===== src/rtl/ps2_pkg.sv =====
// Shared constants for the PS/2 key front-end: frame states, prefix codes and event layout.
package ps2_pkg;

    localparam logic [1:0] ST_IDLE   = 2'd0;
    localparam logic [1:0] ST_DATA   = 2'd1;
    localparam logic [1:0] ST_PARITY = 2'd2;
    localparam logic [1:0] ST_STOP   = 2'd3;

    typedef logic [1:0] frame_state_t;

    localparam logic [7:0] PS2_EXT = 8'hE0;
    localparam logic [7:0] PS2_BRK = 8'hF0;

    localparam int EV_W   = 10;
    localparam int EV_BRK = 9;
    localparam int EV_EXT = 8;

    typedef logic [EV_W-1:0] ps2_event_t;

    // Odd parity holds when data plus parity bit carry an odd number of ones.
    function automatic logic parity_ok(input logic [7:0] data, input logic par);
        return ^{data, par};
    endfunction

endpackage


===== src/rtl/ps2_line_filter.sv =====
// Two-flop synchroniser followed by a run-length filter; output idles high like the bus.
module ps2_line_filter #(
    parameter int FILT_LEN = 8
) (
    input  logic clk,
    input  logic rst_n,
    input  logic raw,
    output logic filt
);

    localparam int CW = (FILT_LEN > 2) ? $clog2(FILT_LEN) : 1;

    logic          s1;
    logic          s2;
    logic [CW-1:0] cnt;

    always_ff @(posedge clk or negedge rst_n) begin
        if (!rst_n) begin
            s1 <= 1'b1;
            s2 <= 1'b1;
        end else begin
            s1 <= raw;
            s2 <= s1;
        end
    end

    // Any sample agreeing with the current output restarts the run.
    always_ff @(posedge clk or negedge rst_n) begin
        if (!rst_n) begin
            cnt  <= '0;
            filt <= 1'b1;
        end else if (s2 == filt) begin
            cnt <= '0;
        end else if (cnt == CW'(FILT_LEN - 1)) begin
            cnt  <= '0;
            filt <= s2;
        end else begin
            cnt <= cnt + CW'(1);
        end
    end

endmodule


===== src/rtl/ps2_key_controller.sv =====
// PS/2 keyboard front-end: filtered frame receiver, E0/F0 prefix folding and a small
// first-word-fall-through event FIFO, all in the system clock domain.
module ps2_key_controller
    import ps2_pkg::*;
#(
    parameter int FILT_LEN    = 8,
    parameter int TIMEOUT_CYC = 50000,
    parameter int FIFO_DEPTH  = 4
) (
    input  logic            clk,
    input  logic            rst_n,
    input  logic            ps2_clk,
    input  logic            ps2_data,
    input  logic            rd_en,
    output logic            ev_valid,
    output logic [EV_W-1:0] ev_data,
    output logic            frame_err,
    output logic            overflow
);

    localparam int TW = $clog2(TIMEOUT_CYC);
    localparam int AW = $clog2(FIFO_DEPTH);

    logic f_clk;
    logic f_data;
    logic f_clk_q;
    logic fall;

    ps2_line_filter #(.FILT_LEN(FILT_LEN)) u_filt_clk (
        .clk   (clk),
        .rst_n (rst_n),
        .raw   (ps2_clk),
        .filt  (f_clk)
    );

    ps2_line_filter #(.FILT_LEN(FILT_LEN)) u_filt_data (
        .clk   (clk),
        .rst_n (rst_n),
        .raw   (ps2_data),
        .filt  (f_data)
    );

    always_ff @(posedge clk or negedge rst_n) begin
        if (!rst_n) begin
            f_clk_q <= 1'b1;
            fall    <= 1'b0;
        end else begin
            f_clk_q <= f_clk;
            fall    <= f_clk_q & ~f_clk;
        end
    end

    // ---------------- frame receiver ----------------
    frame_state_t  state;
    logic [2:0]    bit_cnt;
    logic [7:0]    shreg;
    logic          par_bit;
    logic [TW-1:0] tcnt;
    logic          byte_ok;
    logic          frame_bad;

    // A fall always wins over the timeout so a late but valid edge is still consumed.
    always_ff @(posedge clk or negedge rst_n) begin
        if (!rst_n) begin
            state     <= ST_IDLE;
            bit_cnt   <= '0;
            shreg     <= '0;
            par_bit   <= 1'b0;
            tcnt      <= '0;
            byte_ok   <= 1'b0;
            frame_bad <= 1'b0;
        end else begin
            byte_ok   <= 1'b0;
            frame_bad <= 1'b0;
            if (fall) begin
                tcnt <= '0;
                case (state)
                    ST_IDLE: begin
                        if (!f_data) begin
                            state   <= ST_DATA;
                            bit_cnt <= '0;
                        end
                    end
                    ST_DATA: begin
                        shreg   <= {f_data, shreg[7:1]};
                        bit_cnt <= bit_cnt + 3'd1;
                        if (bit_cnt == 3'd7) state <= ST_PARITY;
                    end
                    ST_PARITY: begin
                        par_bit <= f_data;
                        state   <= ST_STOP;
                    end
                    ST_STOP: begin
                        state <= ST_IDLE;
                        if (parity_ok(shreg, par_bit) && f_data) byte_ok   <= 1'b1;
                        else                                     frame_bad <= 1'b1;
                    end
                    default: state <= ST_IDLE;
                endcase
            end else if (state == ST_IDLE) begin
                tcnt <= '0;
            end else if (tcnt == TW'(TIMEOUT_CYC - 1)) begin
                state     <= ST_IDLE;
                tcnt      <= '0;
                frame_bad <= 1'b1;
            end else begin
                tcnt <= tcnt + TW'(1);
            end
        end
    end

    // ---------------- prefix folding ----------------
    logic       ext;
    logic       brk;
    logic       is_prefix;
    logic       code_bad;
    logic       push_req;
    ps2_event_t new_ev;

    always_comb begin
        is_prefix      = (shreg == PS2_EXT) || (shreg == PS2_BRK);
        code_bad       = byte_ok && ((shreg == 8'h00) || (shreg == 8'hFF));
        push_req       = byte_ok && !is_prefix && !code_bad;
        new_ev         = '0;
        new_ev[EV_BRK] = brk;
        new_ev[EV_EXT] = ext;
        new_ev[7:0]    = shreg;
    end

    always_ff @(posedge clk or negedge rst_n) begin
        if (!rst_n) begin
            ext <= 1'b0;
            brk <= 1'b0;
        end else if (byte_ok) begin
            case (shreg)
                PS2_EXT: ext <= 1'b1;
                PS2_BRK: brk <= 1'b1;
                default: begin
                    ext <= 1'b0;
                    brk <= 1'b0;
                end
            endcase
        end
    end

    always_ff @(posedge clk or negedge rst_n) begin
        if (!rst_n) frame_err <= 1'b0;
        else        frame_err <= frame_bad | code_bad;
    end

    // ---------------- event FIFO ----------------
    logic [FIFO_DEPTH-1:0][EV_W-1:0] mem;
    logic [AW:0]                     wr_ptr;
    logic [AW:0]                     rd_ptr;
    logic                            empty;
    logic                            full;
    logic                            pop;
    logic                            push_ok;
    logic                            last_out;

    always_comb begin
        empty    = (wr_ptr == rd_ptr);
        full     = (wr_ptr[AW] != rd_ptr[AW]) && (wr_ptr[AW-1:0] == rd_ptr[AW-1:0]);
        pop      = rd_en && !empty;
        push_ok  = push_req && (!full || pop);
        last_out = pop && !push_ok && ((rd_ptr + (AW+1)'(1)) == wr_ptr);
    end

    always_ff @(posedge clk or negedge rst_n) begin
        if (!rst_n) begin
            mem      <= '0;
            wr_ptr   <= '0;
            rd_ptr   <= '0;
            overflow <= 1'b0;
        end else begin
            if (push_ok) begin
                mem[wr_ptr[AW-1:0]] <= new_ev;
                wr_ptr              <= wr_ptr + (AW+1)'(1);
            end
            if (pop) rd_ptr <= rd_ptr + (AW+1)'(1);
            if (push_req && full && !pop) overflow <= 1'b1;
            else if (last_out)            overflow <= 1'b0;
        end
    end

    assign ev_valid = !empty;
    assign ev_data  = mem[rd_ptr[AW-1:0]];

endmodule

===== config.mk =====
export PLATFORM = sky130hd
export DESIGN_NAME = ps2_key_controller
export DESIGN_NICKNAME = d
export VERILOG_FILES = /design/src/rtl/ps2_pkg.sv /design/src/rtl/ps2_line_filter.sv /design/src/rtl/ps2_key_controller.sv
export SDC_FILE = /design/constraint.sdc
export NUM_CORES = 1
export LEC_CHECK = 0
export ABC_AREA = 1
export ABC_CLOCK_PERIOD_IN_PS = 4100
export CORE_ASPECT_RATIO = 0.9
export CORE_MARGIN = 4
export CORE_UTILIZATION = 55
export DETAILED_ROUTE_END_ITERATION = 8
export GPL_ROUTABILITY_DRIVEN = 0
export PLACE_DENSITY = 0.81
export REMOVE_ABC_BUFFERS = 1
export SLEW_MARGIN = 20
export SYNTH_ARGS = -nofsm -noshare
export SYNTH_HDL_FRONTEND = slang
export SYNTH_SLANG_ARGS = --single-unit

===== constraint.sdc =====
create_clock -name clk -period 4.1 [get_ports clk]
set_input_delay 0.615 -clock clk [delete_from_list [all_inputs] [get_ports clk]]
set_output_delay 0.615 -clock clk [all_outputs]
set_load 0.02 [all_outputs]

Word level (Yosys, flattened, before mapping)

Index checks and enable logic that the tools add are counted.

Eq/ne operators: 19
Bitwise operators: 7
Reductions and logical operators: 35
$lt $le $gt $ge: 3
Multiplexer cells: 32
Add/subtract/negate cells: 6

Operator list:

| operator                | number |
|---|---|
| $mux W16                | 3 |
| $bwmux W40              | 1 |
| $eq A8 B8 Y1 const B    | 3 |
| $bmux W10 S2            | 1 |
| $demux W10 S2           | 1 |
| $mux W10                | 2 |
| $add A16 B1 Y16 const B | 1 |
| $eq A16 B16 Y1 const B  | 1 |
| $add A3 B1 Y3 const B   | 5 |
| $mux W3                 | 5 |
| $logic_and A1 B1 Y1     | 12 |
| $reduce_and A2 Y1       | 6 |
| $mux W1                 | 10 |
| $mux W2                 | 5 |
| $eq A3 B3 Y1 const B    | 3 |
| $reduce_xor A9 Y1       | 1 |
| $logic_not A8 Y1        | 1 |
| $pmux W2 S4             | 1 |
| $eq A3 B3 Y1            | 2 |
| $logic_not A1 Y1        | 6 |
| $lt A2 B3 Y1 const B    | 2 |
| $pmux W3 S2             | 1 |
| $reduce_bool A2 Y1      | 3 |
| $not A1 Y1              | 5 |
| 15 further kinds        | 21 |

Word-level logic and storage cells: 129
Register bits: 96
Output and inout port bits: 13
Input bits: 5

Depth between registers and ports, before layout

Word-level depth: 11
Gate-level depth with buffers: 12
Mapped depth without buffers: 11

Hierarchy

A second synthesis with hierarchy kept.

Cell total of the unflattened synthesis: 585
Area, all modules: 4798.4 µm²

Modules (own cells, without submodules):

| module             | cells an instance | area an instance (µm²) | times used | sequential area each (µm²) |
|---|---|---|---|---|
| ps2_key_controller | 543               | 4335.4                 | 1          | 2103.3 |
| ps2_line_filter    | 21                | 231.5                  | 2          | 153.9 |

Worst setup path after synthesis

No wires, ideal clock.

Path kind: reg-to-output
From: register rd_ptr[0]
To: output port ev_data[0]
Data required time: 3485 ps
Path slack: 2268 ps
Cell stages (with the launch flop): 5
Path buffers: 1
Data arrival time: 1217 ps
Cell sequence: dfrtp_1 inv_1 clkbuf_1 nor2_1 o22ai_1

Cells in the longest elaborated chain, start to end: 2

RTL lines:

| what                           | line                      | RTL |
|---|---|---|
| from (decl)                    | ps2_key_controller.sv:154 | `logic [AW:0] rd_ptr;` |
| from (signal assigned)         | ps2_key_controller.sv:180 | `if (pop) rd_ptr <= rd_ptr + (AW+1)'(1);` |
| $bmux W10 S2                   | ps2_key_controller.sv:187 | `assign ev_data = mem[rd_ptr[AW-1:0]];` |
| $mux W10 (not written as such) | ps2_key_controller.sv:187 |  |
| to (decl)                      | ps2_key_controller.sv:16  | `output logic [EV_W-1:0] ev_data,` |

No other way between the ends. The select of a mux whose other input is x is not followed.

Worst setup path after layout

From: register rd_ptr[0]
To: output port ev_data[6]

Same word-level chain as after synthesis.

==> flow_summary.yaml <==
status:
  status: "completed"
cells_and_area:
  layout.nets: 598
  diodes: 0
  fillCellCount: 761
  instances_no_fill: 701
  fin_util_pct: 60.65
  seq_area_um2: 2411
  drive_gt1_share_pct: 8.076
  multi_input_area_um2: 2048
  syn_to_final_growth_pct: 7.730
  finalInstanceArea_um2: 5196
die:
  core_area_um2: 8568
  start_util_pct: 56.29
  die_area_um2: 10330
  die_y_um: 96.84
  rows: 32
  ios: 18
  die_w_um: 106.7
routing:
  detail-route-antenna-nets: 0
  wl_mm: 9.676
  vias: 3866
  dr.pass1.iters: 5
  vias_per_cell: 5.515
  drtIter0Drc: 202
  wl_per_cell_um: 13.80
  drc_errors: 0
logic_synthesis:
  seq_area_frac_synth_pct: 49.99
  yosysUniqueCellTypes: 34
  synth_most_common_cell: "nand2_1"
  yosys.area.top_type: "dfrtp_1"
  postSynthAreaPerCell_um2: 8.418
  yosysWarningCount: 0
  netlist_area_um2: 4823
  synthTopCellsByCount: "nand2_1, dfrtp_1, nor2_1, nand4_1, inv_1"
  synth-seq-cells: 96
  synth.area.top_cells: "dfrtp_1, nand2_1, nand4_1"
  yosys.area.top_type_share_pct: 46.17
  synth-edff-count: 0
  syn-instance-count: 573
  ys.flop_type: "dfrtp_1"
  ys_async_sr_fraction_pct: 100.0
worst_setup_path:
  crit_type: "register to output pin"
  endpoint_kind: "output pin"
  required_ps: 3480
  critPathLaunchType: "register"
  critPathMaxFanout: 23
  ff2ff_path_depth: 8
  critPathArrivalTime_ps: 2390
place:
  placedCellCount: 685
  port-buffer-count: 17
  place_area_um2: 4994
  dp_hpwl_mm: 6.413
job:
  max-cap-violations: 0
timing:
  hold_viol_final: 0
  setup_viol: 0
  hold_slack_ps: 277.8
  period_minus_slack_ps: 3007
  maxSlewHeadroom_pct: 42.52
  fmax_ghz: 0.3325
  worst_pin_slew_ps: 860.1
  clock_skew_ps: 14.21
  rsz0062_at_grt: "false"
  slew_violations: 0
  period_share_pct: 73.35
  tns_ps: 0
clock_network:
  cts_tree: "built"
  clock_sinks: 96
  cts_hold_buffers: 0
  clkTransAtPathRegs_ps: 100
  clock_latency_ps: 370
  htree_levels: 3
  cts_post_setup_buffers_inserted: 0
  clock-root-buffer: "clkbuf_8"
  ctsResizeCount: 0
  clockBufferDepth: 2
  numCtsBuffers: 9
grt:
  grt_pass1_wl_mm: 16.57
  antenna_found_initial: 0
  grt_pass1_vias: 3711
  globalRouteTotalUtil_pct: 19.50
  grt_max_degree: 85
  gr-total-overflow: 0
min_path:
  hp-class: "primary input to async pin"
power_and_ir_drop:
  p_leak_nw: 2.564
  p_per_area_nw_per_um2: 505.5
  ir_worst_vdd_uv: 330.1
==> metrics by stage <==
stage	power, mW	setup WS (ps)
6_report	2.627	1093
3_3_place_gp	1.987	1564
5_1_grt	2.785	908.8
2_1_floorplan	1.699	2091
3_5_place_dp	2.022	1467
4_1_cts	2.645	1063
==> final timing paths <==
| kind | start | slack (ps) | to |
|---|---|---|---|
| worst max-delay path | rd_ptr[0] | 1090 | ev_data[6] |
| worst min-delay path | rst_n | 280 | mem[37] |
| worst max register to register | shreg[5] | 1790 | mem[38] |
| worst min register to register | u_filt_clk.s1 | 360 | u_filt_clk.s2 |
| max in group asynchronous | rst_n | 3110 | shreg[2] |
| min in group clk | u_filt_clk.s1 | 360 | u_filt_clk.s2 |
==> flip-flops by register name, summed over array words and instances, names as in the netlist, 2 cells and up <==
name and cells:
bit_cnt 3, mem 40, rd_ptr 3, shreg 8, state 2, tcnt 16
u_filt_clk.cnt 3, u_filt_data.cnt 3, wr_ptr 3
==> power by group <==
part | internal [mW] | leakage, nW | total [mW] | switching (mW)
clock | 0.298 | 0.0916 | 0.626 | 0.328
sequential | 1.04 | 1.29 | 1.13 | 0.0841
combinational | 0.331 | 1.18 | 0.873 | 0.542
==> critical path: stages (launching register included) <==
cell and delay [ps]:
dfrtp_1 380, buf_4 210, inv_1 470, o21ai_0 170, o22ai_1 170, clkdlybuf4s50_1 630
==> cell families (layout without fill, tap and decap cells) <==
logic type               after synthesis  in the layout  share of synthesized area, %
AND/OR/NAND/NOR                      308            308                         29.00
flip-flops                            96             96                         49.99
buffers and inverters                 79             88                         7.549
AO/OA/AOI/OAI                         59             59                         6.511
adder cells (fa/ha/maj)               16             16                         4.150
XOR/XNOR                              13             13                         2.361
multiplexers                           2              2                        0.4410
==> layout by cell type, fill, tap and decap left out, types with 3 or more instances in the layout <==
cell type	instances
nand2_1	162
dfrtp_1	89
nor2_1	64
nand4_1	45
inv_1	41
o21ai_0	33
nand3_1	16
ha_1	16
clkdlybuf4s50_1	16
inv_2	11
o22ai_1	10
clkbuf_8	10
a21oi_1	7
nor3_1	7
xnor2_1	7
dfstp_2	7
o21ai_1	6
xor2_1	6
nand3_4	4
nor3b_1	3
clkinvlp_4	3
buf_4	3
==> layout make-up <==
class / instances / share of cell area, %
clock inverters: 5 / 1.108
inverters: 52 / 3.756
repair buffers: 20 / 3.732
clock buffers: 11 / 2.721
multi-input cells: 398 / 39.42
flip-flops and latches: 96 / 46.40
well taps: 119 / 2.865
==> metal layers <==
metal | up-vias | part of all wire [%] | GRT usage [%]
li1 | 1871 | - | -
met1 | 1871 | 43 | 24.65
met2 | 108 | 50 | 32.09
met3 | 16 | 6.1 | 5.203
met4 | 0 | 1.7 | 7.178
met5 | - | 0 | 0
(Power assumes the default switching activity.)
